===== src/rtl/uart_buffered_tx_if.sv =====
// Byte-queue and serial-line signals of the buffered UART transmitter.
// The master side writes bytes and watches the flags; the slave side is the transmitter.
interface uart_buffered_tx_if;
    logic [7:0] Tx_Data;
    logic       Tx_Send;
    logic       Tx_Full;
    logic       Tx_Empty;
    logic       Tx_Busy;
    logic       Tx_Overflow;
    logic       Tx;

    modport master (
        output Tx_Data, Tx_Send,
        input  Tx_Full, Tx_Empty, Tx_Busy, Tx_Overflow, Tx
    );

    modport slave (
        input  Tx_Data, Tx_Send,
        output Tx_Full, Tx_Empty, Tx_Busy, Tx_Overflow, Tx
    );
endinterface


===== src/rtl/uart_buffered_tx.sv =====
// 8-N-1 UART transmitter fed by a byte FIFO; frames go out back-to-back while bytes are queued.
// Tx and Tx_Busy are registered from the current state, so the line lags the FSM by one clock.
//
//  state   | meaning
//  S_IDLE  | line high, waiting for a queued byte
//  S_START | start bit (low)
//  S_DATA  | eight data bits, LSB first
//  S_STOP  | stop bit (high), then pop next byte or go idle
module uart_buffered_tx #(
    parameter int unsigned          CNT_WIDTH  = 14,
    parameter logic [CNT_WIDTH-1:0] BAUD_DIV   = 14'd9999,
    parameter int unsigned          DEPTH_LOG2 = 4
) (
    input  logic              Clk_100M,
    input  logic              Reset,
    uart_buffered_tx_if.slave bus
);

    localparam int unsigned DEPTH = 2 ** DEPTH_LOG2;
    localparam logic [DEPTH_LOG2:0] DEPTH_CNT = (DEPTH_LOG2 + 1)'(DEPTH);

    typedef enum logic [1:0] {S_IDLE, S_START, S_DATA, S_STOP} state_e;

    state_e                  state_q, state_d;
    logic [CNT_WIDTH-1:0]    cnt_q, cnt_d;
    logic [2:0]              bit_q, bit_d;
    logic [7:0]              shift_q, shift_d;
    logic                    tx_q, tx_d;
    logic                    busy_q, busy_d;
    logic [DEPTH_LOG2-1:0]   wr_ptr_q, wr_ptr_d;
    logic [DEPTH_LOG2-1:0]   rd_ptr_q, rd_ptr_d;
    logic [DEPTH_LOG2:0]     count_q, count_d;
    logic                    full_q, full_d;
    logic                    empty_q, empty_d;
    logic                    ovf_q, ovf_d;
    logic [7:0]              mem_q [DEPTH];

    logic push;
    logic pop;
    logic have_data;
    logic baud_done;

    // A write is judged against the registered full flag, so a same-cycle pop cannot rescue it.
    assign push      = bus.Tx_Send && !full_q;
    assign have_data = (count_q != '0);
    assign baud_done = (cnt_q == BAUD_DIV);

    always_comb begin
        state_d = state_q;
        cnt_d   = cnt_q;
        bit_d   = bit_q;
        shift_d = shift_q;
        pop     = 1'b0;
        case (state_q)
            S_IDLE: begin
                cnt_d = '0;
                if (have_data) begin
                    pop     = 1'b1;
                    shift_d = mem_q[rd_ptr_q];
                    state_d = S_START;
                end
            end
            S_START: begin
                if (baud_done) begin
                    cnt_d   = '0;
                    bit_d   = 3'd0;
                    state_d = S_DATA;
                end else begin
                    cnt_d = cnt_q + CNT_WIDTH'(1);
                end
            end
            S_DATA: begin
                if (baud_done) begin
                    cnt_d = '0;
                    if (bit_q == 3'd7) begin
                        state_d = S_STOP;
                    end else begin
                        bit_d   = bit_q + 3'd1;
                        shift_d = {1'b0, shift_q[7:1]};
                    end
                end else begin
                    cnt_d = cnt_q + CNT_WIDTH'(1);
                end
            end
            S_STOP: begin
                if (baud_done) begin
                    cnt_d = '0;
                    if (have_data) begin
                        pop     = 1'b1;
                        shift_d = mem_q[rd_ptr_q];
                        state_d = S_START;
                    end else begin
                        state_d = S_IDLE;
                    end
                end else begin
                    cnt_d = cnt_q + CNT_WIDTH'(1);
                end
            end
            default: state_d = S_IDLE;
        endcase
    end

    always_comb begin
        tx_d = 1'b1;
        case (state_q)
            S_START: tx_d = 1'b0;
            S_DATA:  tx_d = shift_q[0];
            default: tx_d = 1'b1;
        endcase
        busy_d = (state_q != S_IDLE) || have_data;
    end

    always_comb begin
        wr_ptr_d = wr_ptr_q;
        rd_ptr_d = rd_ptr_q;
        count_d  = count_q;
        if (push) begin
            wr_ptr_d = wr_ptr_q + DEPTH_LOG2'(1);
        end
        if (pop) begin
            rd_ptr_d = rd_ptr_q + DEPTH_LOG2'(1);
        end
        case ({push, pop})
            2'b10:   count_d = count_q + (DEPTH_LOG2 + 1)'(1);
            2'b01:   count_d = count_q - (DEPTH_LOG2 + 1)'(1);
            default: count_d = count_q;
        endcase
        full_d  = (count_d == DEPTH_CNT);
        empty_d = (count_d == '0);
        ovf_d   = bus.Tx_Send && full_q;
    end

    always_ff @(posedge Clk_100M) begin
        if (!Reset) begin
            state_q  <= S_IDLE;
            cnt_q    <= '0;
            bit_q    <= '0;
            shift_q  <= '0;
            tx_q     <= 1'b1;
            busy_q   <= 1'b0;
            wr_ptr_q <= '0;
            rd_ptr_q <= '0;
            count_q  <= '0;
            full_q   <= 1'b0;
            empty_q  <= 1'b1;
            ovf_q    <= 1'b0;
        end else begin
            state_q  <= state_d;
            cnt_q    <= cnt_d;
            bit_q    <= bit_d;
            shift_q  <= shift_d;
            tx_q     <= tx_d;
            busy_q   <= busy_d;
            wr_ptr_q <= wr_ptr_d;
            rd_ptr_q <= rd_ptr_d;
            count_q  <= count_d;
            full_q   <= full_d;
            empty_q  <= empty_d;
            ovf_q    <= ovf_d;
        end
    end

    // Storage needs no reset: only entries between the pointers are ever read.
    always_ff @(posedge Clk_100M) begin
        if (Reset && push) begin
            mem_q[wr_ptr_q] <= bus.Tx_Data;
        end
    end

    assign bus.Tx          = tx_q;
    assign bus.Tx_Busy     = busy_q;
    assign bus.Tx_Full     = full_q;
    assign bus.Tx_Empty    = empty_q;
    assign bus.Tx_Overflow = ovf_q;

endmodule


===== src/flat_wrapper.sv =====
// flat-port wrapper written by rule: the top's interface ports become plain ports
module uart_buffered_tx_flat 
#(
    parameter int unsigned          CNT_WIDTH  = 14,
    parameter logic [CNT_WIDTH-1:0] BAUD_DIV   = 14'd9999,
    parameter int unsigned          DEPTH_LOG2 = 4
)
  (Clk_100M, Reset, bus_Tx_Data, bus_Tx_Send, bus_Tx_Full, bus_Tx_Empty, bus_Tx_Busy, bus_Tx_Overflow, bus_Tx);
  uart_buffered_tx_if bus_i ();
  input  logic Clk_100M;
  input  logic Reset;
  input wire logic [$bits(bus_i.Tx_Data)-1:0] bus_Tx_Data;
  input wire logic [$bits(bus_i.Tx_Send)-1:0] bus_Tx_Send;
  output wire logic [$bits(bus_i.Tx_Full)-1:0] bus_Tx_Full;
  output wire logic [$bits(bus_i.Tx_Empty)-1:0] bus_Tx_Empty;
  output wire logic [$bits(bus_i.Tx_Busy)-1:0] bus_Tx_Busy;
  output wire logic [$bits(bus_i.Tx_Overflow)-1:0] bus_Tx_Overflow;
  output wire logic [$bits(bus_i.Tx)-1:0] bus_Tx;
  assign bus_i.Tx_Data = bus_Tx_Data;
  assign bus_i.Tx_Send = bus_Tx_Send;
  assign bus_Tx_Full = bus_i.Tx_Full;
  assign bus_Tx_Empty = bus_i.Tx_Empty;
  assign bus_Tx_Busy = bus_i.Tx_Busy;
  assign bus_Tx_Overflow = bus_i.Tx_Overflow;
  assign bus_Tx = bus_i.Tx;
  uart_buffered_tx #(.CNT_WIDTH(CNT_WIDTH), .BAUD_DIV(BAUD_DIV), .DEPTH_LOG2(DEPTH_LOG2)) u_core (.Clk_100M(Clk_100M), .Reset(Reset), .bus(bus_i));
endmodule

===== config.mk =====
export PLATFORM = sky130hd
export DESIGN_NAME = uart_buffered_tx_flat
export DESIGN_NICKNAME = d
export VERILOG_FILES = /design/src/rtl/uart_buffered_tx_if.sv /design/src/rtl/uart_buffered_tx.sv /design/src/flat_wrapper.sv
export SDC_FILE = /design/constraint.sdc
export NUM_CORES = 1
export LEC_CHECK = 0
export BUFFER_PORTS_ARGS = -buffer_cell sky130_fd_sc_hd__buf_2
export CORE_ASPECT_RATIO = 1.2
export CORE_UTILIZATION = 42
export CTS_CLUSTER_SIZE = 20
export DETAILED_ROUTE_END_ITERATION = 12
export SETUP_SLACK_MARGIN = 0.1
export SYNTH_ARGS = -nofsm -noshare
export SYNTH_HDL_FRONTEND = slang
export SYNTH_SLANG_ARGS = --single-unit

===== constraint.sdc =====
create_clock -name Clk_100M -period 4.7 [get_ports Clk_100M]
set_input_delay 0.705 -clock Clk_100M [delete_from_list [all_inputs] [get_ports Clk_100M]]
set_output_delay 0.705 -clock Clk_100M [all_outputs]
set_load 0.01 [all_outputs]

==> out/metrics.yaml, run 1 <==
htree_levels: 4
netlist_area_um2: 7420
layout-drive-gt1-share: 0.168
synth_seq_area_share: 0.650
clock_sinks: 177
antenna_found_initial: 0
io_buffers: 15
register_area_um2: 4830
slowest_delay_ns: 0.58
multi_input_area_um2: 2450
drc_errors: 0
ys.flop_type: "edfxtp_1"
drtAntennaViolNets: 0
maxCapViolations: 0
timing_hold_violations_final: 0
final_max_slew_viol_count: 0
nFillCells: 1485
fp.dieW_um: 123
grt_start_max_net_pins: 43
power.leakage_nw: 2.69
tightest_slew_ns: 1.02
synth-simple-area-share: 0.104
synth_compound_area_frac: 0.0658
synthXorXnorAreaFrac: 0.0236
slew_headroom: 0.318
max_freq_ghz: 0.264
synthAdderAreaFrac: 0.0287
grt_pass1_wl_um: 23000
pre_cts_ws_ns: 0.921
hold_class: "register to register"
rows: 52
synth_cell_types: 56
cts_setup_buffers: 0
synth_top_cell_by_area: "edfxtp_1"
cellPowerDensity_nw_per_um2: 522
ys_seq_elements: 177
clock_latency_ns: 0.43
timing.hold.ws_ns: 0.451
dr.pass1.iters: 5
initial_core_util: 0.435
crit_type: "register to register"
grt_overflow: 0
cpMostUsedCell: "ha_1"
post-route-period-util: 0.807
dpl_cell_area_um2: 7690
vias_per_cell: 5.45
stdcell_area_um2: 8320
skew_ns: 0.00999
setup-tns-final_ns: 0
routed_wl_um: 14300
critPathRequiredTime_ns: 5.03
path_buf_inv: 0
cts_hold_buf: 0
end_kind: "register"
ctsResizeCount: 0
cpLargestDelayFamily: "simple AND/OR/NAND/NOR gates"
yosys_warnings: 0
path_cells: "or4b_4 -> nor4_4 -> a21oi_2 -> nor2_1 -> ha_1 -> xor2_1 -> ha_1 -> or3b_2 -> a211o_1 -> a21oi_1 -> xnor2_1 -> nor4b_1"
root_buffer: "clkbuf_16"
syn_inst: 521
place.gp.congestion: 0.802
synthMuxAreaShare: 0.108
status: "finished clean"
crit_arrival_ns: 4.13
critPathLaunchType: "register"
die-area_um2: 18200
fin_util: 0.488
wl_per_cell_um: 18.7
clk_pin_slew_worst_paths_ns: 0.07
dpl.hpwl_um: 9200
dr_total_vias: 4155
async_flop_share: 0
crit_fanout: 10
core_area_um2: 17000
area_delta_synth_final_pct: 12.1
setup_slack_ns: 0.907
avgSynthCellArea_um2: 14.2
cp_slowest_cell: "or4b_4"
synth_area_leaders: "edfxtp_1 (52%), dfxtp_1 (13%), mux4_2 (5.5%)"
synth_top_area_frac: 0.518
grt_pass1_vias: 4347
min_period_ns: 3.79
vdd_drop_max_mv: 0.333
synth_edf_count: 128
rsz0062_at_grt: "false"
antenna_cells: 0
grt_use_total: 0.171
synth_top_family_by_area: "multiplexers"
num-nets-final: 561
synth_nets: 549
die_y_um: 148
setup_violations: 0
cts_tree: "built"
num_io_pins: 16
clockBufferDepth: 2
drt_iter0_drc: 396
cts-buffers-inserted: 17
## stage by stage
step / total power, mW / instances
after global placement: 2.84 / 730
after CTS: 4.37 / 762
after detailed placement: 2.88 / 730
after global routing: 4.56 / 762
after floorplan: 2.63 / 521
final: 4.34 / 762
## flip-flops by register name (all words and copies together) (netlist names), named ones only
name	cells
u_core.bus.Tx_Empty	1
u_core.wr_ptr_q	4
u_core.rd_ptr_q	4
u_core.bus.Tx_Full	1
u_core.state_q	2
u_core.bus.Tx	1
u_core.bus.Tx_Busy	1
u_core.cnt_q	14
u_core.mem_q	128
u_core.count_q	5
u_core.bus.Tx_Overflow	1
u_core.bit_q	3
u_core.shift_q	8
## Yosys cell counts (4+ instances only)
library cell,number
clkbuf_1,15
a2111oi_0,7
buf_2,6
mux2_2,13
nand3_1,16
dfxtp_1,49
or3_1,4
o31ai_1,7
inv_1,11
xor2_1,12
nand2_1,16
edfxtp_1,128
a21oi_1,13
buf_1,4
nor2b_1,18
a221oi_1,11
nand2b_1,4
mux4_2,18
mux2i_1,25
o21ai_0,12
ha_1,17
xnor2_1,8
nor2_1,55
a31oi_1,5
## area by class of cell
cell class	instances	area share
repair buffers	18	0.0117
flip-flops and latches	177	0.580
well taps	216	0.0325
clock buffers	17	0.0512
clock inverters	15	0.0245
multi-input cells	308	0.295
inverters	11	0.00496
## cells in the final DEF (no fill, tap or decap), types with 12 or more instances in the layout
cell / synthesis / layout
a21oi_1: 13 / 13
buf_2: 6 / 15
clkbuf_16: 0 / 17
dfxtp_1: 49 / 47
edfxtp_1: 128 / 128
ha_1: 17 / 17
mux2_2: 13 / 13
mux2i_1: 25 / 25
mux4_2: 18 / 18
nand2_1: 16 / 16
nand3_1: 16 / 16
nor2_1: 55 / 55
nor2b_1: 18 / 18
o21ai_0: 12 / 12
xor2_1: 12 / 12
## worst paths after layout
check / slack, ns / start / to / cells after the start
setup / recovery: 0.91 / u_core.cnt_q[5] / u_core.bus.Tx_Full / 12
setup reg to reg: 0.91 / u_core.cnt_q[5] / u_core.bus.Tx_Full / 12
hold / removal: 0.45 / u_core.cnt_q[0] / u_core.cnt_q[0] / 1
hold reg to reg: 0.45 / u_core.cnt_q[0] / u_core.cnt_q[0] / 1
## logic make-up after synthesis
logic type	after synthesis
compound gates	69
flops	177
mux	56
xor+xnor	20
fa+ha+maj	17
simple gates	146
buf+inv	36
## power breakdown
part           internal (mW)  total [mW]  switching [mW]
combinational          0.408       0.982           0.574
clock                  0.895        1.49           0.599
sequential              1.77        1.86          0.0884
## metal layers
metal / part of all wire / vias up / global-route usage
met5: 0 / - / 0
met4: 0.0095 / 0 / 0.0602
met3: 0.023 / 9 / 0.0347
met2: 0.53 / 59 / 0.290
met1: 0.44 / 2082 / 0.215
li1: - / 2005 / -
Power figures use the tool's default switching activity.
==> run 2: changes to the inputs <==
==> constraint.sdc (replaced) <==
create_clock -name Clk_100M -period 3.62 [get_ports Clk_100M]
set_input_delay 0.543 -clock Clk_100M [delete_from_list [all_inputs] [get_ports Clk_100M]]
set_output_delay 0.543 -clock Clk_100M [all_outputs]
set_load 0.01 [all_outputs]
==> run 2 against run 1 <==
Net effect: utilization rose by 0.35 points; sequential share of layout area is 0.40 points lower; combinational power rose by 32%; wire length grew 3.2%; register-to-register slack got worse by 0.62 ns; die area stayed put; clock skew is 0.0018 ns lower; sequential power is 32% higher; global-route usage grew 0.30 points; hold slack worse by 0.081 ns; critical endpoint unchanged.
==> out/metrics.yaml, run 2 (synthesis gave the netlist of run 1 again) <==
critPathRequiredTime_ns: 3.95  # was 5.03 ns
drtAntennaViolNets: 0  # unchanged
initial_core_util: 0.435  # unchanged
clock_sinks: 177  # unchanged
final_max_slew_viol_count: 0  # unchanged
num-nets-final: 570  # was 561
htree_levels: 4  # unchanged
clock_latency_ns: 0.42  # was 0.43 ns
r2r_end: "u_core.bus.Tx_Full"  # unchanged
status: "finished clean"  # unchanged
fp.dieW_um: 123  # unchanged
layout-drive-gt1-share: 0.184  # was 0.168
area_delta_synth_final_pct: 12.9  # was 12.1%
setup_slack_ns: 0.288  # was 0.907 ns
routed_wl_um: 14700  # was 14,300 um
grt_use_total: 0.174  # was 0.171
dr_total_vias: 4218  # was 4,155
setup_violations: 0  # unchanged
rows: 52  # unchanged
critPathLaunchType: "register"  # unchanged
timing.hold.ws_ns: 0.370  # was 0.451 ns
maxCapViolations: 0  # unchanged
hold_end: "u_core.bus.Tx_Overflow"  # was u_core.cnt_q[0]
ff2ff_setup_slack_ns: 0.29  # was 0.91 ns
cellPowerDensity_nw_per_um2: 669  # was 522 nW/um^2
final_common_cell: "edfxtp_1"  # unchanged
pre_cts_ws_ns: 0.174  # was 0.921 ns
clockBufferDepth: 2  # unchanged
end_kind: "register"  # unchanged
max_freq_ghz: 0.300  # was 0.264 GHz
top_regs: "u_core.mem_q x128, u_core.cnt_q x14, u_core.shift_q x8"  # unchanged
rsz0062_at_grt: "false"  # unchanged
cts_hold_buf: 0  # unchanged
cp-startpoint: "u_core.cnt_q[4]"  # was u_core.cnt_q[5]
largest_register_ffs: 128  # unchanged
cts_tree: "built"  # unchanged
tightest_slew_ns: 0.982  # was 1.02 ns
grt_overflow: 0  # unchanged
wl_per_cell_um: 19.1  # was 18.7 um
post-route-period-util: 0.920  # was 0.807
timing_hold_violations_final: 0  # unchanged
r2r-start: "u_core.cnt_q[4]"  # was u_core.cnt_q[5]
grt_start_max_net_pins: 37  # was 43
cts-buffers-inserted: 17  # unchanged
setup-tns-final_ns: 0  # unchanged
root_buffer: "clkbuf_16"  # unchanged
vdd_drop_max_mv: 0.435  # was 0.333 mV
drc_errors: 0  # unchanged
layout_common_cells: "edfxtp_1 (128), nor2_1 (54), dfxtp_1 (46)"  # was edfxtp_1 (128), nor2_1 (55), dfxtp_1 (47)
hold_depth: 2  # was 1
drt_iter0_drc: 324  # was 396
skew_ns: 0.00816  # was 0.00999 ns
dpl.hpwl_um: 9670  # was 9200 um
power.leakage_nw: 2.73  # was 2.69 nW
max_flop_register: "u_core.mem_q"  # unchanged
antenna_cells: 0  # unchanged
crit_type: "register to register"  # unchanged
path_buf_inv: 0  # unchanged
grt_pass1_vias: 4326  # was 4,347
cpLargestDelayFamily: "simple AND/OR/NAND/NOR gates"  # unchanged
vias_per_cell: 5.48  # was 5.45
min_period_ns: 3.33  # was 3.79 ns
crit_fanout: 5  # was 10
core_area_um2: 17000  # unchanged
cp_slowest_cell: "or4b_4"  # unchanged
crit_arrival_ns: 3.66  # was 4.13 ns
antenna_found_initial: 0  # unchanged
path_cells: "or4b_4 -> nor4_4 -> a21oi_4 -> nor2_2 -> ha_2 -> xor2_1 -> ha_1 -> or3b_2 -> a211o_1 -> a21oi_1 -> xnor2_1 -> nor4b_1"  # was or4b_4 -> nor4_4 -> a21oi_2 -> nor2_1 -> ha_1 -> xor2_1 -> ha_1 -> or3b_2 -> a211o_1 -> a21oi_1 -> xnor2_1 -> nor4b_1
hold_class: "primary input to register"  # was register to register
dr.pass1.iters: 5  # unchanged
min-delay-start: "bus_Tx_Send"  # was u_core.cnt_q[0]
clk_pin_slew_worst_paths_ns: 0.06  # was 0.07 ns
reg2reg_depth: 12  # unchanged
place.gp.congestion: 0.807  # was 0.802
slowest_delay_ns: 0.55  # was 0.58 ns
num_io_pins: 16  # unchanged
die_y_um: 148  # unchanged
die-area_um2: 18200  # unchanged
slew_headroom: 0.343  # was 0.318
io_buffers: 15  # unchanged
grt_pass1_wl_um: 23100  # was 23,000 um
[run 2: worst reg2reg max path, cell delays in order, from the launching register on]
cell	delay [ns]
dfxtp_1	0.35
or4b_4	0.55
nor4_4	0.32
a21oi_4	0.10
nor2_2	0.14
ha_2	0.21
xor2_1	0.07
ha_1	0.23
or3b_2	0.45
a211o_1	0.29
a21oi_1	0.15
xnor2_1	0.12
nor4b_1	0.26
[run 2: final cells by class]
cell class                 count  area (um^2)
clock buffer                  19          433
clock inverter                12          158
fill                        1477         8670
inverter                      11         41.3
multi-input combinational    308         2470
sequential                   177         4830
tap                          216          270
timing repair buffer          27          178
[run 2: worst max-delay path by stage]
stage                     depth (start not counted)             endpoint  slack [ns]
after floorplan                                  13   u_core.bus.Tx_Full        0.17
after global placement                           12   u_core.bus.Tx_Full        0.21
after detailed placement                         12   u_core.bus.Tx_Full        0.17
after CTS                                        12  u_core.bus.Tx_Empty        0.16
after global routing                             12   u_core.bus.Tx_Full        0.12
final                                            12   u_core.bus.Tx_Full        0.29
[run 2: routing by layer]
| metal | vias up | wire, um | GRT usage |
|---|---|---|---|
| met5 | - | 0 | 0 |
| met4 | 0 | 299 | 0.0675 |
| met3 | 25 | 496 | 0.0424 |
| met2 | 71 | 7590 | 0.296 |
| met1 | 2105 | 6350 | 0.210 |
| li1 | 2017 | - | - |
[run 2: what timing repair did]
action	4_1_cts	5_1_grt
gates resized for setup	0	5
endpoints found under the setup margin	0	3
hold endpoints to repair	0	0
setup buffers	0	2
[run 2: report_power, final]
group	internal (mW)	leakage [nW]	switching, mW
Combinational	0.578	0.891	0.719
Sequential	2.30	1.55	0.153
Clock	1.09	0.282	0.759
Total	3.97	2.73	1.63
[run 2: stage by stage]
step	area [um^2]	utilization	power, mW	cells
2_1_floorplan	7420	-	3.42	521
3_3_place_gp	7750	0.455	3.72	737
3_5_place_dp	7750	0.455	3.77	737
4_1_cts	8340	0.489	5.62	768
5_1_grt	8380	0.491	5.91	770
6_report	8380	0.491	5.60	770
